--- src/rtl/sprite_motion_ctrl.sv ---
// Pac-Man sprite motion controller: merges keypad/PS-2 turns, probes a collision checker per tick.
// Define WRAP_TUNNEL_EN to make horizontal moves past either edge wrap around instead of blocking.
module sprite_motion_ctrl #(
    parameter int unsigned X_W      = 10,
    parameter int unsigned Y_W      = 9,
    parameter int unsigned X_INIT   = 320,
    parameter int unsigned Y_INIT   = 146,
    parameter int unsigned X_MAX    = 639,
    parameter int unsigned Y_MAX    = 479,
    parameter int unsigned STEP     = 1,
    parameter int unsigned TICK_DIV = 262144,
    parameter int unsigned PROBE_TO = 15
) (
    input  logic           clk,
    input  logic           rst,
    input  logic           i_pad_valid,
    input  logic [4:0]     i_pad_code,
    input  logic           i_kbd_valid,
    input  logic [7:0]     i_kbd_code,
    output logic           o_probe_req,
    output logic [X_W-1:0] o_probe_x,
    output logic [Y_W-1:0] o_probe_y,
    input  logic           i_probe_ack,
    input  logic           i_probe_free,
    output logic [X_W-1:0] o_pos_x,
    output logic [Y_W-1:0] o_pos_y,
    output logic [1:0]     o_dir,
    output logic           o_pend_valid,
    output logic [1:0]     o_pend_dir,
    output logic           o_moving,
    output logic           o_overrun
);
    localparam int unsigned L_CNT_W = (TICK_DIV > 1) ? $clog2(TICK_DIV) : 1;
    localparam int unsigned L_TO_W  = $clog2(PROBE_TO + 1);
    localparam logic [1:0]  DIR_UP    = 2'b00;
    localparam logic [1:0]  DIR_DOWN  = 2'b01;
    localparam logic [1:0]  DIR_LEFT  = 2'b10;
    localparam logic [1:0]  DIR_RIGHT = 2'b11;
    localparam logic [X_W:0] L_X_STEP = (X_W+1)'(STEP);
    localparam logic [Y_W:0] L_Y_STEP = (Y_W+1)'(STEP);
    localparam logic [X_W:0] L_X_MAX  = (X_W+1)'(X_MAX);
    localparam logic [Y_W:0] L_Y_MAX  = (Y_W+1)'(Y_MAX);
`ifdef WRAP_TUNNEL_EN
    localparam logic [X_W:0] L_X_SPAN = (X_W+1)'(X_MAX + 1);
`endif

    typedef enum logic [1:0] {S_IDLE = 2'd0, S_TURN = 2'd1, S_AHEAD = 2'd2} state_t;

    state_t r_state, w_state_n;
    logic r_pad_d, r_kbd_d, r_tick_pend, r_probe_req, r_pend_valid, r_moving, r_overrun;
    logic [L_CNT_W-1:0] r_tick_cnt;
    logic [L_TO_W-1:0]  r_to_cnt;
    logic [X_W-1:0]     r_probe_x, r_pos_x;
    logic [Y_W-1:0]     r_probe_y, r_pos_y;
    logic [1:0]         r_dir, r_pend_dir;

    logic w_pad_ok, w_kbd_ok, w_req, w_busy, w_entry, w_to, w_done, w_free, w_tick, w_oob;
    logic [1:0] w_pad_dir, w_kbd_dir, w_req_dir, w_tdir;
    logic [X_W:0] w_x_dec, w_x_inc;
    logic [Y_W:0] w_y_dec, w_y_inc;
    logic [X_W-1:0] w_tx;
    logic [Y_W-1:0] w_ty;

    logic w_tick_pend_n, w_probe_req_n, w_pend_valid_n, w_moving_n, w_overrun_n;
    logic [L_CNT_W-1:0] w_tick_cnt_n;
    logic [L_TO_W-1:0]  w_to_cnt_n;
    logic [X_W-1:0]     w_probe_x_n, w_pos_x_n;
    logic [Y_W-1:0]     w_probe_y_n, w_pos_y_n;
    logic [1:0]         w_dir_n, w_pend_dir_n;

    // Key code decode; only a 0->1 valid transition counts as a new request
    always_comb begin
        w_pad_ok  = 1'b1;
        w_pad_dir = DIR_UP;
        case (i_pad_code)
            5'h0C:   w_pad_dir = DIR_LEFT;
            5'h0E:   w_pad_dir = DIR_RIGHT;
            5'h09:   w_pad_dir = DIR_DOWN;
            5'h11:   w_pad_dir = DIR_UP;
            default: w_pad_ok  = 1'b0;
        endcase
        w_kbd_ok  = 1'b1;
        w_kbd_dir = DIR_UP;
        case (i_kbd_code)
            8'h6B:   w_kbd_dir = DIR_LEFT;
            8'h74:   w_kbd_dir = DIR_RIGHT;
            8'h75:   w_kbd_dir = DIR_UP;
            8'h72:   w_kbd_dir = DIR_DOWN;
            default: w_kbd_ok  = 1'b0;
        endcase
    end

    wire w_pad_req = i_pad_valid & ~r_pad_d & w_pad_ok;
    wire w_kbd_req = i_kbd_valid & ~r_kbd_d & w_kbd_ok;
    assign w_req     = w_pad_req | w_kbd_req;
    assign w_req_dir = w_kbd_req ? w_kbd_dir : w_pad_dir;

    // Candidate cell, computed one bit wider so under/overflow is visible
    assign w_tdir  = (r_state == S_TURN) ? r_pend_dir : r_dir;
    assign w_x_dec = {1'b0, r_pos_x} - L_X_STEP;
    assign w_x_inc = {1'b0, r_pos_x} + L_X_STEP;
    assign w_y_dec = {1'b0, r_pos_y} - L_Y_STEP;
    assign w_y_inc = {1'b0, r_pos_y} + L_Y_STEP;

    always_comb begin
        w_tx  = r_pos_x;
        w_ty  = r_pos_y;
        w_oob = 1'b0;
        case (w_tdir)
            DIR_UP: begin
                w_ty  = w_y_dec[Y_W-1:0];
                w_oob = w_y_dec[Y_W];
            end
            DIR_DOWN: begin
                w_ty  = w_y_inc[Y_W-1:0];
                w_oob = (w_y_inc > L_Y_MAX);
            end
            DIR_LEFT: begin
`ifdef WRAP_TUNNEL_EN
                w_tx = w_x_dec[X_W] ? X_W'(w_x_dec + L_X_SPAN) : w_x_dec[X_W-1:0];
`else
                w_tx  = w_x_dec[X_W-1:0];
                w_oob = w_x_dec[X_W];
`endif
            end
            default: begin
`ifdef WRAP_TUNNEL_EN
                w_tx = (w_x_inc > L_X_MAX) ? X_W'(w_x_inc - L_X_SPAN) : w_x_inc[X_W-1:0];
`else
                w_tx  = w_x_inc[X_W-1:0];
                w_oob = (w_x_inc > L_X_MAX);
`endif
            end
        endcase
    end

    // The first busy cycle (req still low) is the probe-launch / bounds-check cycle
    assign w_busy  = (r_state != S_IDLE);
    assign w_entry = w_busy & ~r_probe_req;
    assign w_to    = r_probe_req & (r_to_cnt == L_TO_W'(PROBE_TO - 1));
    assign w_done  = w_busy & (w_entry ? w_oob : (i_probe_ack | w_to));
    assign w_free  = r_probe_req & i_probe_ack & i_probe_free;
    assign w_tick  = (r_tick_cnt == L_CNT_W'(TICK_DIV - 1));

    always_ff @(posedge clk) begin
        if (rst) r_state <= S_IDLE;
        else     r_state <= w_state_n;
    end

    always_comb begin
        w_state_n = r_state;
        case (r_state)
            S_IDLE:  if (r_tick_pend) w_state_n = r_pend_valid ? S_TURN : S_AHEAD;
            S_TURN:  if (w_done) w_state_n = S_AHEAD;
            S_AHEAD: if (w_done) w_state_n = S_IDLE;
            default: w_state_n = S_IDLE;
        endcase
    end

    always_comb begin
        w_tick_cnt_n   = w_tick ? '0 : r_tick_cnt + L_CNT_W'(1);
        w_tick_pend_n  = r_tick_pend;
        w_overrun_n    = r_overrun;
        w_probe_req_n  = r_probe_req;
        w_probe_x_n    = r_probe_x;
        w_probe_y_n    = r_probe_y;
        w_to_cnt_n     = r_to_cnt;
        w_pos_x_n      = r_pos_x;
        w_pos_y_n      = r_pos_y;
        w_dir_n        = r_dir;
        w_pend_valid_n = r_pend_valid;
        w_pend_dir_n   = r_pend_dir;
        w_moving_n     = r_moving;

        if (r_state == S_IDLE && r_tick_pend) w_tick_pend_n = 1'b0;
        if (w_tick) begin
            if (r_tick_pend) w_overrun_n   = 1'b1;
            else             w_tick_pend_n = 1'b1;
        end

        if (w_entry && !w_oob) begin
            w_probe_req_n = 1'b1;
            w_probe_x_n   = w_tx;
            w_probe_y_n   = w_ty;
            w_to_cnt_n    = '0;
        end else if (r_probe_req) begin
            if (w_done) w_probe_req_n = 1'b0;
            else        w_to_cnt_n    = r_to_cnt + L_TO_W'(1);
        end

        if (w_done && r_state == S_TURN && w_free) begin
            w_dir_n        = r_pend_dir;
            w_pend_valid_n = 1'b0;
        end
        if (w_done && r_state == S_AHEAD) begin
            w_moving_n = w_free;
            if (w_free) begin
                w_pos_x_n = r_probe_x;
                w_pos_y_n = r_probe_y;
            end
        end

        // While a probe sequence runs, requests are only buffered
        if (w_req) begin
            w_pend_dir_n   = w_req_dir;
            w_pend_valid_n = 1'b1;
            if (!w_busy) begin
                if (w_req_dir == r_dir) begin
                    w_pend_valid_n = 1'b0;
                end else if (w_req_dir == (r_dir ^ 2'b01)) begin
                    w_dir_n        = w_req_dir;
                    w_pend_valid_n = 1'b0;
                end
            end
        end
    end

    always_ff @(posedge clk) begin
        if (rst) begin
            r_pad_d      <= 1'b0;
            r_kbd_d      <= 1'b0;
            r_tick_cnt   <= '0;
            r_tick_pend  <= 1'b0;
            r_overrun    <= 1'b0;
            r_probe_req  <= 1'b0;
            r_probe_x    <= '0;
            r_probe_y    <= '0;
            r_to_cnt     <= '0;
            r_pos_x      <= X_W'(X_INIT);
            r_pos_y      <= Y_W'(Y_INIT);
            r_dir        <= DIR_UP;
            r_pend_valid <= 1'b0;
            r_pend_dir   <= DIR_UP;
            r_moving     <= 1'b0;
        end else begin
            r_pad_d      <= i_pad_valid;
            r_kbd_d      <= i_kbd_valid;
            r_tick_cnt   <= w_tick_cnt_n;
            r_tick_pend  <= w_tick_pend_n;
            r_overrun    <= w_overrun_n;
            r_probe_req  <= w_probe_req_n;
            r_probe_x    <= w_probe_x_n;
            r_probe_y    <= w_probe_y_n;
            r_to_cnt     <= w_to_cnt_n;
            r_pos_x      <= w_pos_x_n;
            r_pos_y      <= w_pos_y_n;
            r_dir        <= w_dir_n;
            r_pend_valid <= w_pend_valid_n;
            r_pend_dir   <= w_pend_dir_n;
            r_moving     <= w_moving_n;
        end
    end

    assign o_probe_req  = r_probe_req;
    assign o_probe_x    = r_probe_x;
    assign o_probe_y    = r_probe_y;
    assign o_pos_x      = r_pos_x;
    assign o_pos_y      = r_pos_y;
    assign o_dir        = r_dir;
    assign o_pend_valid = r_pend_valid;
    assign o_pend_dir   = r_pend_dir;
    assign o_moving     = r_moving;
    assign o_overrun    = r_overrun;
endmodule

--- config.mk ---
export PLATFORM = sky130hd
export DESIGN_NAME = sprite_motion_ctrl
export DESIGN_NICKNAME = d
export VERILOG_FILES = /design/src/rtl/sprite_motion_ctrl.sv
export SDC_FILE = /design/constraint.sdc
export NUM_CORES = 1
export LEC_CHECK = 0
export CAP_MARGIN = 20
export CELL_PAD_IN_SITES_DETAIL_PLACEMENT = 0
export CELL_PAD_IN_SITES_GLOBAL_PLACEMENT = 1
export CORE_ASPECT_RATIO = 2
export CORE_MARGIN = 4
export CORE_UTILIZATION = 43
export DETAILED_ROUTE_END_ITERATION = 8
export HOLD_SLACK_MARGIN = 0.02
export PLACE_DENSITY_LB_ADDON = 0.2
export SYNTH_ARGS = -nofsm -noshare
export SYNTH_HDL_FRONTEND = slang
export SYNTH_SLANG_ARGS = --single-unit
export TNS_END_PERCENT = 1
--- constraint.sdc ---
create_clock -name clk -period 3.65 [get_ports clk]
set_input_delay 0.9125 -clock clk [delete_from_list [all_inputs] [get_ports clk]]
set_output_delay 0.9125 -clock clk [all_outputs]
set_load 0.005 [all_outputs]
======== Word-level counts from Yosys, hierarchy flattened ========
Index checks and enable logic that the tools add are counted.
word-level totals
  flip-flop bits (word level) ............. 73
  input port bits ......................... 19
  output and inout port bits .............. 46
  logic and storage cells ................. 109
cells by class
  add/subtract/negate cells ............... 6
  order comparisons ....................... 2
  eq/ne operators ......................... 19
  muxes and demuxes ....................... 31
  bitwise gates (word level) .............. 16
  reduce and logical (&&, ||, !) cells .... 19
operator list
  operator                 number
  $eq A8 B7 Y1 const B     4
  $mux W2                  11
  $pmux W10 S2             1
  $add A18 B1 Y18 const B  1
  $eq A18 B18 Y1 const B   1
  $pmux W2 S3              3
  $pmux W9 S2              1
  $eq A5 B4 Y1 const B     3
  $mux W1                  14
  $add A10 B1 Y11 const B  1
  $gt A11 B10 Y1 const B   1
  $sub A10 B1 Y11 const B  1
  $add A9 B1 Y10 const B   1
  $gt A10 B9 Y1 const B    1
  $sub A9 B1 Y10 const B   1
  $and A1 B1 Y1            9
  $reduce_or A4 Y1         2
  $ne A2 B2 Y1 const B     3
  $reduce_and A2 Y1        3
  $reduce_or A2 Y1         3
  $eq A5 B5 Y1 const B     1
  $logic_and A1 B1 Y1      5
  $not A1 Y1               5
  $add A4 B1 Y4 const B    1
  other kinds (10)         16

======== Depth between registers and ports, before layout ========
  depth after elaboration ................. 13
  mapped depth ............................ 10
  mapped depth without buffers ............ 8

======== Worst setup path after synthesis ========
Ideal clock, no wire load.
  kind .................................... in2reg
  from .................................... input port i_kbd_code[0]
  to ...................................... register r_dir[0] (netlist: o_dir[0])
  library setup time ...................... 0.122 ns
  arrival time ............................ 2.467 ns
  data required time ...................... 3.528 ns
  slack ................................... 1.061 ns
  stages .................................. 7
  buffers on the path ..................... 0
  cells stage by stage .................... nor3b_2 -> o21ai_1 -> a2111o_1 -> nor4_1 -> nor3_1 -> o31a_1 -> a311o_1
between the ends
  cells in the longest elaborated chain, start to end .. 10
  elaborated cells on any way between the ends .. 16
  those cells by class .................... 6 x eq/ne; 7 x mux; 2 x bitwise; 1 x reduce/logical
ends and longest elaborated chain
  element                            line  source
  from (decl)                        19    input logic [7:0] i_kbd_code,
  $eq A8 B7 Y1                       84    case (i_kbd_code)
  $reduce_or A4 Y1 (no source line)  --
  $mux W1                            84
  $and A1 B1 Y1                      94    wire w_kbd_req = i_kbd_valid & ~r_kbd_d & w_kbd_ok;
  $mux W2                            96    assign w_req_dir = w_kbd_req ? w_kbd_dir : w_pad_dir;
  $eq A2 B2 Y1                       210   end else if (w_req_dir == (r_dir ^ 2'b01)) begin
  $mux W2                            210
  $mux W2                            208   if (w_req_dir == r_dir) begin
  $mux W2                            207   if (!w_busy) begin
  $mux W2 (*)                        204   if (w_req) begin
  to (signal assigned)               247   r_dir <= w_dir_n;
  to (decl)                          55    logic [1:0] r_dir, r_pend_dir;
Every way passes the cells marked *; elsewhere a longest branch is shown, timed or not.
A chain may end at the register's enable or synchronous reset.

======== Final worst setup path ========
  from .................................... input port i_kbd_code[4]
  to ...................................... register r_dir[0] (netlist: o_dir[0])
Same word-level chain as after synthesis.

==> results_dict.tcl <==
set metrics [dict create \
    swShare 0.2137 \
    fin_cells 638 \
    ir_worst_vdd_mv 0.2403 \
    clock-sinks 73 \
    finalSetupViolations 0 \
    cp_max_fo 7 \
    slowest_delay_ps 510 \
    area_growth_syn_to_layout_pct 24.66 \
    switchingPower_mw 0.3691 \
    insertion_delay_ps 340 \
    max_freq_ghz 0.3473 \
    post-place-ws_ps 417.0 \
    rows 49 \
    diodes 0 \
    worst_pin_slew_ps 859.5 \
    root_buffer "clkbuf_16" \
    hold_buffers 0 \
    outcome "complete, no violations" \
    die_h_um 143.8 \
    dr_total_vias 3569 \
    gp_congestion 0.8264 \
    clkTransAtPathRegs_ps 60 \
    power_frac_comb 0.035 \
    holdCritPathClass "register to register" \
    yosysTopAreaCell "dfxtp_1" \
    place_inst 623 \
    portBuffers 64 \
    track_usage 0.1916 \
    period_needed_ps 2879 \
    fin_skew_ps 4.990 \
    hold_viol 0 \
    dr_wl_met3_um 384 \
    drive_above_1_share 0.07836 \
    highest_layer "met4" \
    cts-htree-levels 3 \
    wl_per_cell_um 15.90 \
    utilization 0.5488 \
    crit_slowest_cell "a2111o_1" \
    final_nets 559 \
    finalWorstSetupSlack_ps 770.5 \
    core-area_mm2 0.009012 \
    grt_pass1_wl_um 16960 \
    cts_made_buffers 9 \
    antenna_found_initial 0 \
    slew_headroom 0.4270 \
    min_period_over_period 0.7889 \
    post_cts_buffers 0 \
    synth_flop_cell "dfxtp_1" \
    p_seq_frac 0.468 \
    gr-total-overflow 0 \
    rsz0062_at_grt "no" \
    via_per_inst 5.594 \
    m1WireLength_um 3965 \
    clock_power_share 0.497 \
    synth_area_leaders "dfxtp_1 (37%), nor2_1 (6.0%), nand2_1 (5.6%)" \
    ys_seq_elements 73 \
    ys_async_sr_fraction 0 \
    synth_warnings 0 \
    p_int_mw 1.358 \
    avgSynthCellArea_um2 8.318 \
    finalMaxSlewViolations 0 \
    startpoint_type "input pin" \
    cp_num_buf_inv 1 \
    antenna_left 0 \
    yosysSeqAreaShare 0.3683 \
    die_w_um 75.92 \
    wl_met2_um 5492 \
    syn-num-nets 504 \
    whs_ps 466.0 \
    synth_top_area_share 0.3683 \
    grt_max_degree 37 \
    tns_ps 0 \
    grt_pass1_vias 3539 \
    num_io_pins 65 \
    first_pass_iters 5 \
    wirelength_um 10150 \
    cp_top_family "compound AO/OA/AOI/OAI gates" \
    die_area_mm2 0.01092 \
    crit_required_ps 3870 \
    path_cells "clkdlybuf4s50_1 -> nor3b_2 -> o21ai_1 -> a2111o_1 -> nor4_1 -> nor3_1 -> o31a_1 -> a311o_1" \
    cap_violations 0 \
    synth_cell_types 66 \
    start_util 0.4402 \
    dp_hpwl_um 7439 \
    p_per_area_mw_per_mm2 349.2 \
    cp-end-kind "register" \
    cts_tree "built" \
    first_iter_violations 113 \
    clk_path_buf_depth 2 \
    critPathArrivalTime_ps 3100 \
    p_leak_nw 1.746 \
    cts_resized 0 \
    crit_type "input pin to register" \
    syn_area_mm2 0.003968 \
    drc 0 \
    synth_cells 477 \
    synth_enable_flop_cells 0 \
]
==> per-stage QoR <==
stage | total power [mW] | instance area (um^2)
floorplan | 0.8549 | 3968
global placement | 0.8859 | 4661
detailed placement | 0.8875 | 4661
CTS | 1.750 | 4946
global route | 1.786 | 4946
finish | 1.727 | 4946
==> registers in the layout, summed over array words and instances, names as in the netlist, 2 cells and up <==
signal / cells
o_probe_y: 9
o_pos_x: 10
r_to_cnt: 4
o_pend_dir: 2
o_dir: 2
o_probe_x: 10
r_tick_cnt: 18
r_state: 2
o_pos_y: 9
==> worst paths after layout <==
kind	start	endpoint	slack [ps]	cells after the start
worst max-delay path	i_kbd_code[4]	o_dir[0]	770	8
worst min-delay path	o_probe_x[4]	o_pos_x[4]	470	2
worst max register to register	r_state[1]	o_probe_x[1]	810	8
worst min register to register	o_probe_x[4]	o_pos_x[4]	470	2
==> per-layer routing <==
metal,global-route usage,vias to the layer above
li1,-,1786
met1,0.2020,1682
met2,0.3567,79
met3,0.03325,22
met4,0.1004,0
met5,0,-
==> worst reg2reg max path, stage by stage, from the launching register on <==
cell and delay (ps):
dfxtp_1 500, nand2b_4 290, mux2_2 420, a41oi_1 250, o221ai_2 190, a21boi_4 480, buf_4 310, mux2i_1 210
nor2_1 50
==> power groups by stage <==
stage	logic (mW)	registers [mW]	clock network (mW)
6_report	0.0613	0.808	0.858
5_1_grt	0.0683	0.808	0.910
4_1_cts	0.0622	0.808	0.880
2_1_floorplan	0.0313	0.824	0
3_5_place_dp	0.0621	0.825	0
3_3_place_gp	0.0606	0.825	0
==> cell usage after synthesis (3+ instances only) <==
library cell and instances:
dfxtp_1 73, nor2_1 63, nand2_1 59, a21oi_1 27, xor2_1 23, nor3_1 18
xnor2_1 18, inv_1 15, nand4_1 15, clkbuf_1 14, mux2i_1 14, nand3_1 12
o21ai_0 10, buf_2 9, a211oi_1 8, ha_1 8, nand3b_1 8, nor3b_1 5
and3_1 4, buf_6 4, nand2b_1 4, nor4_1 4, nor2b_1 3
==> placed cells by master (no fill, tap or decap), types with 3 or more instances in the layout <==
cell,count
nand3_1,12
and3_1,4
xnor2_1,18
mux2i_1,14
nor3_1,17
buf_4,9
nor2b_1,3
nor2_1,63
clkdlybuf4s50_1,63
ha_1,8
xor2_1,23
nor4_1,4
clkbuf_16,9
inv_1,15
nor3b_1,5
dfxtp_1,73
a211oi_1,8
o21ai_0,10
nand2_1,59
nand4_1,15
a21oi_1,27
nand3b_1,8
nand2b_1,4
==> final cells by class <==
cell class,count,area [um^2]
timing repair buffer,73,703.2
sequential,73,1461
tap,102,127.6
fill,849,4066
clock inverter,5,56.30
inverter,15,56.30
clock buffer,10,229.0
multi-input combinational,360,2312
==> kinds of logic (layout without fill, tap and decap cells) <==
| group | count (synthesis) | in the layout | share of synthesized area |
|---|---|---|---|
| muxes | 18 | 18 | 0.04793 |
| xor gates and xnor gates | 41 | 41 | 0.09051 |
| AOI/OAI and AO/OA | 79 | 79 | 0.1473 |
| DFF | 73 | 73 | 0.3683 |
| buffers and inverters | 44 | 103 | 0.05203 |
| adders and majority gates | 8 | 8 | 0.02523 |
| and+or+nand+nor | 214 | 214 | 0.2687 |
Note: power is estimated with default switching activity, not from simulation.
